==> src/rtl/otp_chunk_assembler_if.sv <==
// Chunk-in / ciphertext-out handshake bundle for the OTP chunk assembler.
interface otp_chunk_assembler_if #(
  parameter int unsigned MSG_SIZE = 32,
  parameter int unsigned KEY_SIZE = 8
);
  logic                start;
  logic [KEY_SIZE-1:0] chunk_in;
  logic                chunk_valid;
  logic [KEY_SIZE-1:0] key_in;
  logic                chunk_ready;
  logic [MSG_SIZE-1:0] cipher_out;
  logic                cipher_valid;
  logic                cipher_ready;
  logic                busy;

  modport master (
    output start, chunk_in, chunk_valid, key_in, cipher_ready,
    input  chunk_ready, cipher_out, cipher_valid, busy
  );

  modport slave (
    input  start, chunk_in, chunk_valid, key_in, cipher_ready,
    output chunk_ready, cipher_out, cipher_valid, busy
  );
endinterface

==> src/rtl/otp_chunk_assembler.sv <==
// XORs MSB-first plaintext chunks with pad chunks and assembles them into one
// ciphertext word, held with valid/ready until the consumer takes it.
module otp_chunk_assembler #(
  parameter int unsigned MSG_SIZE = 32,
  parameter int unsigned KEY_SIZE = 8
) (
  input logic                  clk,
  input logic                  rst_n,
  otp_chunk_assembler_if.slave bus
);
  localparam int unsigned NCHUNK = MSG_SIZE / KEY_SIZE;
  localparam int unsigned CNT_W  = (NCHUNK > 1) ? $clog2(NCHUNK) : 1;
  localparam int unsigned HIST_W = MSG_SIZE - KEY_SIZE;
  localparam logic [CNT_W-1:0] LAST_IDX = CNT_W'(NCHUNK - 1);

  typedef enum logic [1:0] {IDLE, COLLECT, DONE} state_t;

  state_t              state;
  // Only the low MSG_SIZE-KEY_SIZE bits of the accumulator ever reach the
  // output, since the last chunk is merged straight into cipher_out.
  logic [HIST_W-1:0]   acc;
  logic [CNT_W-1:0]    cnt;
  logic [KEY_SIZE-1:0] pad_x;

  assign pad_x = bus.chunk_in ^ bus.key_in;

  always_ff @(posedge clk) begin
    if (!rst_n) begin
      state            <= IDLE;
      acc              <= '0;
      cnt              <= '0;
      bus.chunk_ready  <= 1'b0;
      bus.cipher_out   <= '0;
      bus.cipher_valid <= 1'b0;
      bus.busy         <= 1'b0;
    end else begin
      case (state)
        IDLE: begin
          if (bus.start) begin
            acc             <= '0;
            cnt             <= '0;
            state           <= COLLECT;
            bus.chunk_ready <= 1'b1;
            bus.busy        <= 1'b1;
          end
        end
        COLLECT: begin
          // start restarts the message; a chunk in the same cycle is dropped
          if (bus.start) begin
            acc <= '0;
            cnt <= '0;
          end else if (bus.chunk_valid) begin
            acc <= HIST_W'({acc, pad_x});
            if (cnt == LAST_IDX) begin
              state            <= DONE;
              bus.chunk_ready  <= 1'b0;
              bus.cipher_out   <= {acc, pad_x};
              bus.cipher_valid <= 1'b1;
            end else begin
              cnt <= cnt + CNT_W'(1);
            end
          end
        end
        DONE: begin
          if (bus.cipher_ready) begin
            state            <= IDLE;
            bus.cipher_out   <= '0;
            bus.cipher_valid <= 1'b0;
            bus.busy         <= 1'b0;
          end
        end
        default: begin
          state            <= IDLE;
          bus.chunk_ready  <= 1'b0;
          bus.cipher_out   <= '0;
          bus.cipher_valid <= 1'b0;
          bus.busy         <= 1'b0;
        end
      endcase
    end
  end
endmodule

==> src/flat_wrapper.sv <==
// flat-port wrapper written by rule: the top's interface ports become plain ports
module otp_chunk_assembler_flat 
#(
  parameter int unsigned MSG_SIZE = 32,
  parameter int unsigned KEY_SIZE = 8
)
  (clk, rst_n, bus_start, bus_chunk_in, bus_chunk_valid, bus_key_in, bus_cipher_ready, bus_chunk_ready, bus_cipher_out, bus_cipher_valid, bus_busy);
  otp_chunk_assembler_if #(.MSG_SIZE(MSG_SIZE), .KEY_SIZE(KEY_SIZE)) bus_i ();
  input logic clk;
  input logic rst_n;
  input wire logic [$bits(bus_i.start)-1:0] bus_start;
  input wire logic [$bits(bus_i.chunk_in)-1:0] bus_chunk_in;
  input wire logic [$bits(bus_i.chunk_valid)-1:0] bus_chunk_valid;
  input wire logic [$bits(bus_i.key_in)-1:0] bus_key_in;
  input wire logic [$bits(bus_i.cipher_ready)-1:0] bus_cipher_ready;
  output wire logic [$bits(bus_i.chunk_ready)-1:0] bus_chunk_ready;
  output wire logic [$bits(bus_i.cipher_out)-1:0] bus_cipher_out;
  output wire logic [$bits(bus_i.cipher_valid)-1:0] bus_cipher_valid;
  output wire logic [$bits(bus_i.busy)-1:0] bus_busy;
  assign bus_i.start = bus_start;
  assign bus_i.chunk_in = bus_chunk_in;
  assign bus_i.chunk_valid = bus_chunk_valid;
  assign bus_i.key_in = bus_key_in;
  assign bus_i.cipher_ready = bus_cipher_ready;
  assign bus_chunk_ready = bus_i.chunk_ready;
  assign bus_cipher_out = bus_i.cipher_out;
  assign bus_cipher_valid = bus_i.cipher_valid;
  assign bus_busy = bus_i.busy;
  otp_chunk_assembler #(.MSG_SIZE(MSG_SIZE), .KEY_SIZE(KEY_SIZE)) u_core (.clk(clk), .rst_n(rst_n), .bus(bus_i));
endmodule
==> config.mk <==
export PLATFORM = sky130hd
export DESIGN_NAME = otp_chunk_assembler_flat
export DESIGN_NICKNAME = d
export VERILOG_FILES = /design/src/rtl/otp_chunk_assembler_if.sv /design/src/rtl/otp_chunk_assembler.sv /design/src/flat_wrapper.sv
export SDC_FILE = /design/constraint.sdc
export NUM_CORES = 1
export LEC_CHECK = 0
export ABC_AREA = 0
export CAP_MARGIN = 25
export CORE_UTILIZATION = 45
export DETAILED_ROUTE_END_ITERATION = 8
export PLACE_DENSITY = 0.73
export SYNTH_ARGS = -nofsm -noshare
export SYNTH_HDL_FRONTEND = slang
export SYNTH_SLANG_ARGS = --single-unit
==> constraint.sdc <==
create_clock -name clk -period 3.3 [get_ports clk]
set_clock_uncertainty 0.05 [all_clocks]
set_input_delay 0.66 -clock clk [delete_from_list [all_inputs] [get_ports clk]]
set_output_delay 0.66 -clock clk [all_outputs]
set_load 0.01 [all_outputs]
# ---- Yosys cells after proc, flatten, opt, wreduce, memory -nomap -nowiden
# Index checks and enable logic that the tools add are counted.
dict set report totals {
  register_bits 63
  inputBits 21
  word_cells 61
}
dict set report op_classes {
  n_addsub 1
  n_eq_ne 10
  muxes 31
  bitwise_logic 4
  reduce_logical 8
}
# cell n
set op_table {}
lappend op_table {{2-to-1 mux 32 bit} 4}
lappend op_table {{case mux 32 bit (3 select lines)} 1}
lappend op_table {{2-to-1 mux 24 bit} 3}
lappend op_table {{case mux 24 bit (2 select lines)} 1}
lappend op_table {{2-to-1 mux 2 bit} 9}
lappend op_table {{AND reduction 5 bit} 3}
lappend op_table {{case mux 1 bit (3 select lines)} 3}
lappend op_table {{2-to-1 mux 1 bit} 8}
lappend op_table {{inequality test 2 bit, second input constant} 4}
lappend op_table {{bitwise XOR 8 bit} 1}
lappend op_table {{inequality test 3 bit, second input constant} 2}
lappend op_table {{case mux 2 bit (3 select lines)} 1}
lappend op_table {{AND reduction 3 bit} 2}
lappend op_table {{equality test 2 bit, second input constant} 2}
lappend op_table {{case mux 2 bit (2 select lines)} 1}
lappend op_table {{AND reduction 4 bit} 1}
lappend op_table {{NOT 1 bit} 3}
lappend op_table {{adder 2 x 1 -> 2 bit, second input constant} 1}
lappend op_table {{equality test 2 x 1 -> 1 bit, second input constant} 1}
lappend op_table {{logical NOT 2 bit} 1}
lappend op_table {{inequality test 2 x 1 -> 1 bit, second input constant} 1}
lappend op_table {{nonzero test 2 bit} 1}

# ---- Logic depth before layout (Yosys ltp)
# Gate-level depths: netlist of run 1.
dict set report logic_depth {
  word_depth 5
  mapped_depth 6
  mapped_depth_nobuf 4
}

# ---- Least setup slack after synthesis of run 1
# No wires, ideal clock.
dict set report synth_path {
  path_kind {in2reg}
  from {input port rst_n}
  to {register u_core.bus.cipher_out[24]}
  setup_ns 0.117
  t_arrival_ns 1.592
  required_ns 3.133
  path_slack_ns 1.541
  stages 6
  path_cell_list {nor4bb_1 buf_4 and3_1 buf_4 buf_6 a22o_1}
}
# element line
set synth_lines {}
lappend synth_lines {{from (decl)} flat_wrapper.sv:10} ;# input logic rst_n;
lappend synth_lines {{to (signal assigned)} otp_chunk_assembler.sv:57} ;# bus.cipher_out <= {acc, pad_x};
lappend synth_lines {{to (decl)} otp_chunk_assembler_if.sv:23} ;# output chunk_ready, cipher_out, cipher_valid, busy

# ---- Worst setup path after layout of run 1
dict set report layout_path {
  from {input port bus_start}
  to {register u_core.bus.cipher_out[27]}
}
dict set report layout_between {
  elab_chain_len 2
}
# element line
set layout_rtl {}
lappend layout_rtl {{from (decl)} flat_wrapper.sv:11} ;# input wire logic [$bits(bus_i.start)-1:0] bus_start;
lappend layout_rtl {{inequality test 2 bit (no source line)} n/a}
lappend layout_rtl {{AND reduction 5 bit (no source line)} n/a}
# Every way passes these cells.
# A chain may end at the register's enable or synchronous reset.

==> flow_metrics.env, run 1 <==
export IMPL_cts_buffers=9
export IMPL_route_detailed_vias_per_inst=5.212
export IMPL_min_path_type="reg2reg"
export IMPL_clock_root_buffer="clkbuf_8"
export IMPL_grt_antenna_before_repair=0
export IMPL_clk_pin_slew_ps=60
export IMPL_netlist_area_mm2=0.002366
export IMPL_seq_area_frac_synth_pct=53.31
export IMPL_r2r_start="u_core.state[0]"
export IMPL_fmax_mhz=432.1
export IMPL_htree_levels=3
export IMPL_num_vias=1845
export IMPL_fp_coreArea_mm2=0.005075
export IMPL_timing_reg2reg_worst_path_depth=3
export IMPL_max_vdd_ir_drop_mv=0.2662
export IMPL_hold_start="u_core.bus.cipher_valid"
export IMPL_slowest_stage="and3_1"
export IMPL_combinational_family_with_the_most_area_after_synthesis="compound AO/OA/AOI/OAI gates"
export IMPL_net_count_final=302
export IMPL_drv_cap=0
export IMPL_max_clock_path_buffers=2
export IMPL_timing_critical_path_to_type="flip-flop"
export IMPL_core_rowCount=26
export IMPL_layout_filler_cells=475
export IMPL_crit_required_ps=3520
export IMPL_critical_path_depth=4
export IMPL_relative_slew_slack_pct=32.88
export IMPL_floorplan_die_height_um=74.51
export IMPL_post_synth_num_cell_types=31
export IMPL_gpl_congestion=0.7583
export IMPL_clock_sinks=63
export IMPL_synth_edf_count=0
export IMPL_worstSetupPathType="in2reg"
export IMPL_synthSimpleGateAreaFrac_pct=12.48
export IMPL_rsz0062_at_grt="no"
export IMPL_port_buffer_count=55
export IMPL_cellPowerDensity_mw_per_mm2=472.2
export IMPL_synth_warning_count=0
export IMPL_cts_repair_resized=0
export IMPL_asyncSetResetFlopFracSynth_pct=0
export IMPL_leading_cell_types_by_count_after_synthesis="dfxtp_1 (63), nand2_1 (43), a22o_1 (33), mux2i_1 (16), o21ai_0 (9)"
export IMPL_run_status="finished, final reports clean"
export IMPL_final_period_minus_worst_setup_slack_ps=2314
export IMPL_post_synthesis_cells=231
export IMPL_route_detailed_wl_per_inst_um=13.90
export IMPL_crit_path_start_kind="input port"
export IMPL_tns_ps=0
export IMPL_grt_pass1_wl_um=8052
export IMPL_p_leak_nw=1.237
export IMPL_detailed_place_hpwl_um=3377
export IMPL_synthMostInstantiatedCell="dfxtp_1"
export IMPL_pre_cts_setup_slack_ps=691.2
export IMPL_insertedDiodeCount=0
export IMPL_dieArea_mm2=0.005552
export IMPL_post_synthesis_compound_gate_area_fraction_pct=18.24
export IMPL_tritoncts_clock_tree="yes"
export IMPL_area_sequential_mm2=0.001261
export IMPL_global_route_overflow_total=0
export IMPL_timing_final_setup_violations=0
export IMPL_layout_setup_ws_ps=985.9
export IMPL_start_util_pct=46.62
export IMPL_grt_usage_pct=19.85
export IMPL_holdBufCountCts=0
export IMPL_first_iter_violations=68
export IMPL_largest_net_degree_at_the_start_of_global_routing=30
export IMPL_final_design_area_no_fill_mm2=0.003079
export IMPL_critical_path_max_stage_delay_ps=670
export IMPL_yosysTopAreaCell="dfxtp_1"
export IMPL_syn_to_final_growth_pct=30.14
export IMPL_postCtsSetupBuffers=0
export IMPL_post_route_cells_drive_above_1_share_pct=5.282
export IMPL_route_final_wire_length_um=4922
export IMPL_crit_end="u_core.bus.cipher_out[27]"
export IMPL_yosys_area_share_adder_pct=0.5288
export IMPL_cp_data_arrival_time_ps=2540
export IMPL_grt_pass1_vias=1680
export IMPL_postSynth_topFlopCell="dfxtp_1"
export IMPL_drv_slew=0
export IMPL_io_pins=56
export IMPL_flop_to_flop_setup_slack_ps=1350
export IMPL_largest_cells_by_area_after_synthesis="dfxtp_1 (53%), a22o_1 (12%), nand2_1 (6.8%), mux2i_1 (6.8%), xor2_1 (3.0%)"
export IMPL_post_route_drc_count=0
export IMPL_synth_seq_cells=63
export IMPL_hold_violations=0
export IMPL_clock_latency_on_the_worst_skew_pair_ps=330
export IMPL_post_layout_nonfiller_instances=354
export IMPL_place_area_mm2=0.002903
export IMPL_destination_of_the_worst_register_to_register_timing_path="u_core.bus.cipher_out[22]"
export IMPL_worstMarginPinSlew_ps=1007
export IMPL_critPathBufInv=1
export IMPL_worstSetupStartpoint="bus_start"
export IMPL_die_w_um=74.51
export IMPL_yosys_mux_area_fraction_pct=6.769
export IMPL_timing_critical_path_max_delay_family="simple AND/OR/NAND/NOR gates"
export IMPL_share_of_the_synthesized_netlist_area_taken_by_xor_and_xnor_gates_pct=2.961
export IMPL_multi_input_comb_area_um2=969.7
export IMPL_worstPathCellList="clkdlybuf4s50_1 -> nor4bb_1 -> and3_1 -> a22o_1"
export IMPL_synthesized_area_per_cell_um2=10.24
export IMPL_postRouteAntennaNets=0
export IMPL_drt_pre_antenna_iters=4
export IMPL_place_inst=339
export IMPL_worstPathMaxFanout=17
export IMPL_netlist_area_leader_share_pct=53.31
export IMPL_timing_final_crit_share_pct=70.12
export IMPL_postSynthNetCount=253
## metal layers
layer | global-route usage, % | up-vias | part of all wire, %
met5 | 0 | - | 0
met2 | 30.53 | 57 | 46
li1 | - | 918 | -
met4 | 9.434 | 0 | 1.9
met3 | 6.775 | 11 | 5.4
met1 | 25.00 | 859 | 46
## cell usage in the layout (no fill, tap or decap)
cell type        netlist  final
nand4_1                8      8
xor2_1                 8      8
dfxtp_1               63     63
nand2_1               43     43
ha_1                   1      1
clkbuf_1               6      3
clkbuf_8               0     12
a21oi_1                4      4
a32o_1                 1      1
inv_1                  5      5
or3_1                  1      1
nor2_1                 1      1
nor3_1                 2      2
a22o_1                33     33
and3b_1                2      2
o311a_1                2      2
o21a_1                 1      1
buf_4                  7      2
clkdlybuf4s50_1        0     55
and2_1                 1      1
nor4bb_1               1      1
and3_1                 1      1
a21oi_2                1      1
nand2b_1               2      2
and2_0                 1      1
o21ai_0                9      9
o31a_1                 1      1
mux2i_1               16     16
a21o_1                 3      3
nand3_1                1      1
## worst min-delay path by stage
| stage | end | slack [ps] | cells past startpoint |
|---|---|---|---|
| finish | u_core.bus.cipher_valid | 400 | 1 |
| floorplan | u_core.cnt[1] | 400 | 1 |
| CTS | u_core.bus.cipher_valid | 410 | 1 |
| global placement | u_core.bus.cipher_valid | 390 | 1 |
| global route | u_core.bus.cipher_valid | 420 | 1 |
| detailed placement | u_core.bus.cipher_valid | 390 | 1 |
## where the power goes
group,switching (mW),internal (mW)
clock,0.267,0.331
combinational,0.0431,0.0396
sequential,0.00652,0.767
total,0.316,1.14
## stage by stage
step	util (%)	hold WS [ps]	total power, mW
3_5_place_dp	57.20	393.2	0.8731
2_1_floorplan	-	395.9	0.8342
4_1_cts	60.68	407.3	1.463
5_1_grt	60.68	421.8	1.504
3_3_place_gp	57.20	387.8	0.8720
6_report	60.68	400.0	1.454
## layout make-up
cell class | instances | area share, %
inverters | 5 | 0.6095
flip-flops and latches | 63 | 40.96
multi-input cells | 144 | 31.49
repair buffers | 57 | 18.37
clock buffers | 15 | 5.729
well taps | 70 | 2.844
## sequential cells by signal, indices dropped and copies added (netlist names)
name	count
u_core.bus.chunk_ready	1
u_core.cnt	2
u_core.acc	24
u_core.bus.busy	1
u_core.state	2
u_core.bus.cipher_out	32
u_core.bus.cipher_valid	1
## kinds of logic (layout without fill, tap and decap cells)
group | after synthesis | count (layout)
compound gates | 55 | 55
xor+xnor | 8 | 8
simple gates | 64 | 64
flops | 63 | 63
buf+inv | 24 | 77
mux | 16 | 16
fa+ha+maj | 1 | 1
(Power assumes the default switching activity.)
==> run 2, diff against run 1 <==
--- a/config.mk
+++ b/config.mk
@@ -7,9 +7,9 @@
 export LEC_CHECK = 0
 export ABC_AREA = 0
 export CAP_MARGIN = 25
-export CORE_UTILIZATION = 45
+export CORE_UTILIZATION = 44
 export DETAILED_ROUTE_END_ITERATION = 8
-export PLACE_DENSITY = 0.73
+export PLACE_DENSITY = 0.75
 export SYNTH_ARGS = -nofsm -noshare
 export SYNTH_HDL_FRONTEND = slang
 export SYNTH_SLANG_ARGS = --single-unit
==> constraint.sdc (replaced) <==
create_clock -name clk -period 2.07 [get_ports clk]
set_clock_uncertainty 0.05 [all_clocks]
set_input_delay 0.414 -clock clk [delete_from_list [all_inputs] [get_ports clk]]
set_output_delay 0.414 -clock clk [all_outputs]
set_load 0.01 [all_outputs]
==> run 2 against run 1 <==
Net effect:
- power rose by 56%
- sequential power rose by 59%
- clock power rose by 48%
- via count rose by 0.22%
- sequential share of layout area fell by 1.3 points
- utilization rose by 1.1 points
- critical path type unchanged
- critical endpoint is now u_core.bus.cipher_out[1]
- largest power group unchanged
- highest routed layer unchanged
==> flow_metrics.env, run 2 (same netlist as run 1, synthesis figures left out) <==
export IMPL_worstPathMaxFanout=17
export IMPL_detailed_place_hpwl_um=3393
export IMPL_cts_buffers=9
export IMPL_hold_worst_slack_ps=409.2
export IMPL_hold_violations=0
export IMPL_grt_pass1_vias=1748
export IMPL_worstPathCellList="clkdlybuf4s50_1 -> o21ai_0 -> o311a_1 -> a22o_1"
export IMPL_worstSetupPathType="in2reg"
export IMPL_cellPowerDensity_mw_per_mm2=712.9
export IMPL_timing_critical_path_to_type="flip-flop"
export IMPL_core_rowCount=26
export IMPL_holdBufCountCts=0
export IMPL_fp_coreArea_mm2=0.005140
export IMPL_drt_pre_antenna_iters=4
export IMPL_layout_filler_cells=446
export IMPL_gpl_congestion=0.8692
export IMPL_drv_slew=0
export IMPL_post_layout_nonfiller_instances=362
export IMPL_slowest_stage="o311a_1"
export IMPL_grt_pass1_wl_um=7928
export IMPL_start_util_pct=46.03
export IMPL_net_count_final=310
export IMPL_largest_register_ff_count=32
export IMPL_worstMarginPinSlew_ps=648.8
export IMPL_top_register="u_core.bus.cipher_out"
export IMPL_grt_antenna_before_repair=0
export IMPL_layout_top_registers="u_core.bus.cipher_out (32), u_core.acc (24)"
export IMPL_tritoncts_clock_tree="yes"
export IMPL_multi_input_comb_area_um2=969.7
export IMPL_route_final_wire_length_um=4757
export IMPL_postRouteAntennaNets=0
export IMPL_grt_usage_pct=19.10
export IMPL_largest_net_degree_at_the_start_of_global_routing=25
export IMPL_place_inst=347
export IMPL_syn_to_final_growth_pct=34.27
export IMPL_area_sequential_mm2=0.001261
export IMPL_timing_final_setup_violations=0
export IMPL_num_vias=1849
export IMPL_post_route_cells_drive_above_1_share_pct=8.562
export IMPL_max_clock_path_buffers=2
export IMPL_die_w_um=75.33
export IMPL_io_pins=56
export IMPL_clock_sinks=63
export IMPL_relative_slew_slack_pct=56.75
export IMPL_timing_final_crit_share_pct=83.75
export IMPL_tns_ps=0
export IMPL_p_leak_nw=1.284
export IMPL_rsz0062_at_grt="no"
export IMPL_global_route_overflow_total=0
export IMPL_run_status="finished, final reports clean"
export IMPL_place_area_mm2=0.003013
export IMPL_post_route_drc_count=0
export IMPL_dieArea_mm2=0.005675
export IMPL_floorplan_die_height_um=75.33
export IMPL_crit_path_start_kind="input port"
export IMPL_max_vdd_ir_drop_mv=0.4419
export IMPL_crit_required_ps=2290
export IMPL_route_detailed_vias_per_inst=5.108
export IMPL_final_period_minus_worst_setup_slack_ps=1734
export IMPL_route_detailed_wl_per_inst_um=13.14
export IMPL_htree_levels=3
export IMPL_cts_repair_resized=0
export IMPL_fmax_mhz=576.8
export IMPL_mostFrequentLayoutCell="dfxtp_1"
export IMPL_first_iter_violations=87
export IMPL_cp_data_arrival_time_ps=1950
export IMPL_clock_latency_on_the_worst_skew_pair_ps=320
export IMPL_port_buffer_count=55
export IMPL_insertedDiodeCount=0
export IMPL_clock_root_buffer="clkbuf_8"
export IMPL_final_cell_mix="dfxtp_1 (63), clkdlybuf4s50_1 (55), nand2_1 (43), a22o_1 (33), mux2i_1 (16)"
export IMPL_min_path_type="reg2reg"
export IMPL_critical_path_max_stage_delay_ps=640
export IMPL_postCtsSetupBuffers=0
export IMPL_clk_pin_slew_ps=60
export IMPL_final_design_area_no_fill_mm2=0.003177
export IMPL_drv_cap=0
==> run 2: layout make-up <==
| cell class | instances | area share (%) |
|---|---|---|
| sequential | 63 | 39.70 |
| multi-input combinational | 144 | 30.52 |
| timing repair buffer | 65 | 21.27 |
| clock buffer | 11 | 4.451 |
| tap | 70 | 2.757 |
| clock inverter | 4 | 0.7089 |
| inverter | 5 | 0.5908 |
==> run 2: per-stage QoR <==
step | power [mW] | utilization, % | setup slack, ps
floorplan | 1.330 | - | 511.8
global placement | 1.406 | 58.62 | 67.68
detailed placement | 1.408 | 58.62 | 10.28
CTS | 2.287 | 61.81 | 351.7
global route | 2.358 | 61.81 | 237.5
finish | 2.265 | 61.81 | 336.3
==> run 2: final timing paths <==
| path | from | end | slack, ps | cells past startpoint |
|---|---|---|---|---|
| setup reg to reg | u_core.cnt[0] | u_core.bus.cipher_out[1] | 360 | 4 |
| setup / recovery | bus_cipher_ready | u_core.bus.cipher_out[1] | 340 | 4 |
| hold / removal | u_core.bus.cipher_out[12] | u_core.bus.cipher_out[12] | 410 | 2 |
| hold reg to reg | u_core.bus.cipher_out[12] | u_core.bus.cipher_out[12] | 410 | 2 |
==> run 2: routing by layer <==
metal  up-vias  wire (um)  global-route usage, %
met3         9        183                  6.349
met1       857       2311                  24.85
li1        937          -                      -
met5         -          0                      0
met4         0         75                  7.819
met2        46       2186                  29.37
==> run 2: power by group <==
group / internal [mW] / total (mW) / switching [mW]
combinational: 0.0769 / 0.148 / 0.0715
clock: 0.454 / 0.884 / 0.430
sequential: 1.22 / 1.23 / 0.0101
==> run 2: worst max-delay path, delay by kind of cell <==
kind	cells	cell delay (ps)
AO/OA/AOI/OAI	3	1100
buffers and inverters	1	430
==> run 3, diff against run 2 <==
==> constraint.sdc (replaced) <==
create_clock -name clk -period 1.4 [get_ports clk]
set_clock_uncertainty 0.05 [all_clocks]
set_input_delay 0.28 -clock clk [delete_from_list [all_inputs] [get_ports clk]]
set_output_delay 0.28 -clock clk [all_outputs]
set_load 0.01 [all_outputs]
==> run 3 against run 2 <==
Net effect:
- hold slack worse by 10 ps
- critical path depth increased by 1
- utilization increased by 6.0 points
- sequential power is 48% higher
- critical path type is now reg2reg
- flip-flop and latch count unchanged
- clock power up 74%
- power grew 60%
- first-iteration DRC count down 9.2%
- the run now ends with setup timing left
- non-clock buffer count rose by 22
- critical endpoint is now u_core.bus.cipher_out[31]
==> flow_metrics.env, run 3 (same netlist as run 1, synthesis figures left out) <==
export IMPL_destination_of_the_worst_register_to_register_timing_path="u_core.bus.cipher_out[31]"
export IMPL_tns_ps=-517.6
export IMPL_detailed_place_hpwl_um=3743
export IMPL_fp_coreArea_mm2=0.005140
export IMPL_hold_violations=0
export IMPL_area_sequential_mm2=0.001269
export IMPL_post_route_cells_drive_above_1_share_pct=19.05
export IMPL_layout_top_registers="u_core.bus.cipher_out (32), u_core.acc (24)"
export IMPL_flop_to_flop_setup_slack_ps=-40
export IMPL_hold_path_depth=1
export IMPL_mostFrequentLayoutCell="dfxtp_1"
export IMPL_layout_filler_cells=424
export IMPL_crit_required_ps=1580
export IMPL_postRouteAntennaNets=0
export IMPL_min_path_type="reg2reg"
export IMPL_tritoncts_clock_tree="yes"
export IMPL_port_buffer_count=55
export IMPL_route_detailed_wl_per_inst_um=15.14
export IMPL_place_inst=357
export IMPL_clock_sinks=63
export IMPL_floorplan_die_height_um=75.33
export IMPL_grt_antenna_before_repair=0
export IMPL_syn_to_final_growth_pct=47.22
export IMPL_io_pins=56
export IMPL_worstPathMaxFanout=5
export IMPL_multi_input_comb_area_mm2=0.001054
export IMPL_clock_latency_on_the_worst_skew_pair_ps=340
export IMPL_timing_final_setup_violations=31
export IMPL_top_register="u_core.bus.cipher_out"
export IMPL_failed_checks="setup timing"
export IMPL_worstPathCellList="ha_4 -> nand2_4 -> o311a_4 -> clkbuf_16 -> a22o_1"
export IMPL_clock_root_buffer="clkbuf_8"
export IMPL_run_status="finished, violations left"
export IMPL_num_vias=1994
export IMPL_final_period_minus_worst_setup_slack_ps=1444
export IMPL_fmax_mhz=692.5
export IMPL_clk_pin_slew_ps=70
export IMPL_global_route_overflow_total=0
export IMPL_first_iter_violations=79
export IMPL_holdBufCountCts=0
export IMPL_net_count_final=332
export IMPL_cp_data_arrival_time_ps=1620
export IMPL_start_util_pct=46.03
export IMPL_htree_levels=3
export IMPL_timing_critical_path_to_type="flip-flop"
export IMPL_grt_pass1_vias=1920
export IMPL_relative_slew_slack_pct=82.81
export IMPL_gpl_congestion=0.8308
export IMPL_largest_net_degree_at_the_start_of_global_routing=30
export IMPL_cellPowerDensity_mw_per_mm2=1041
export IMPL_timing_reg2reg_worst_path_depth=5
export IMPL_grt_usage_pct=22.07
export IMPL_drv_cap=0
export IMPL_timing_final_crit_share_pct=103.1
export IMPL_largest_register_ff_count=32
export IMPL_design_power_total_mw=3.625
export IMPL_final_core_util_pct=67.77
export IMPL_p_leak_nw=1.623
export IMPL_dieArea_mm2=0.005675
export IMPL_max_clock_path_buffers=2
export IMPL_critical_path_max_stage_delay_ps=360
export IMPL_critPathBufInv=1
export IMPL_timing_critical_path_max_delay_family="compound AO/OA/AOI/OAI gates"
export IMPL_cts_buffers=9
export IMPL_layout_setup_ws_ps=-43.98
export IMPL_core_rowCount=26
export IMPL_rsz0062_at_grt="yes"
export IMPL_post_route_drc_count=0
export IMPL_post_layout_nonfiller_instances=385
export IMPL_max_vdd_ir_drop_mv=0.7552
export IMPL_route_detailed_vias_per_inst=5.179
export IMPL_grt_pass1_wl_um=9163
export IMPL_r2r_start="u_core.cnt[0]"
export IMPL_slowest_stage="dfxtp_4"
export IMPL_die_w_um=75.33
export IMPL_drv_slew=0
export IMPL_insertedDiodeCount=0
export IMPL_worstSetupPathType="reg2reg"
export IMPL_worstMarginPinSlew_ps=257.9
export IMPL_whs_endpoint="u_core.bus.cipher_valid"
export IMPL_hold_start="u_core.bus.cipher_valid"
export IMPL_hold_worst_slack_ps=399.0
export IMPL_drt_pre_antenna_iters=4
export IMPL_route_final_wire_length_um=5827
export IMPL_final_cell_mix="dfxtp_1 (59), nand2_1 (42), dlygate4sd2_1 (38), a22o_1 (33), buf_4 (19)"
export IMPL_crit_path_start_kind="flip-flop"
## run 3: cell types whose count changed in the layout (fill, tap and decap cells not counted), sizes merged
cell / before / now
buf: 10 / 31
bufinv: 0 / 1
clkbuf: 11 / 13
clkdlybuf4s50: 55 / 17
dlygate4sd2: 0 / 38
inv: 5 / 4
## run 3: worst max path at each step
stage	endpoint	slack [ps]	startpoint	cells after the start
final	u_core.bus.cipher_out[31]	-40	u_core.cnt[0]	5
after global routing	u_core.bus.cipher_out[16]	-70	u_core.cnt[0]	6
after detailed placement	u_core.acc[16]	-410	rst_n	6
after global placement	u_core.bus.cipher_out[27]	-390	rst_n	6
after floorplan	u_core.bus.cipher_out[24]	-7	u_core.cnt[1]	6
after CTS	u_core.bus.cipher_out[10]	2	u_core.cnt[0]	6
## run 3: layout make-up
cell class,instances,share of cell area [%]
Sequential cell,63,36.42
Multi-Input combinational cell,144,30.24
Timing Repair Buffer,87,24.71
Clock buffer,12,4.167
Tap cell,70,2.514
Clock inverter,4,1.293
Inverter,5,0.6466
## run 3: per-layer routing
layer  up-vias  track usage, %  part of all wire (%)
li1        979               -                     -
met1       942           27.85                    44
met2        58           35.91                    49
met3        15           5.556                   4.9
met4         0           9.671                   2.6
met5         -               0                     0
## run 3: what timing repair did
action / CTS / global route
cloned: 2 / 1
endpoints found under the setup margin: 85 / 54
setup buffers: 6 / 3
pin swaps: 3 / 6
gates resized for setup: 51 / 12
## run 3: per-stage QoR
stage	setup WS, ps	area [um2]
global route	-73.73	3483
floorplan	-6.723	2407
global placement	-386.5	3107
detailed placement	-414.1	3107
finish	-43.98	3483
CTS	1.978	3381
## run 3: power by group
part	total, mW	internal, mW	leakage, nW	switching, mW
logic	0.270	0.142	1.01	0.128
clock network	1.54	0.863	0.100	0.672
registers	1.82	1.81	0.510	0.0133
total	3.62	2.81	1.62	0.814
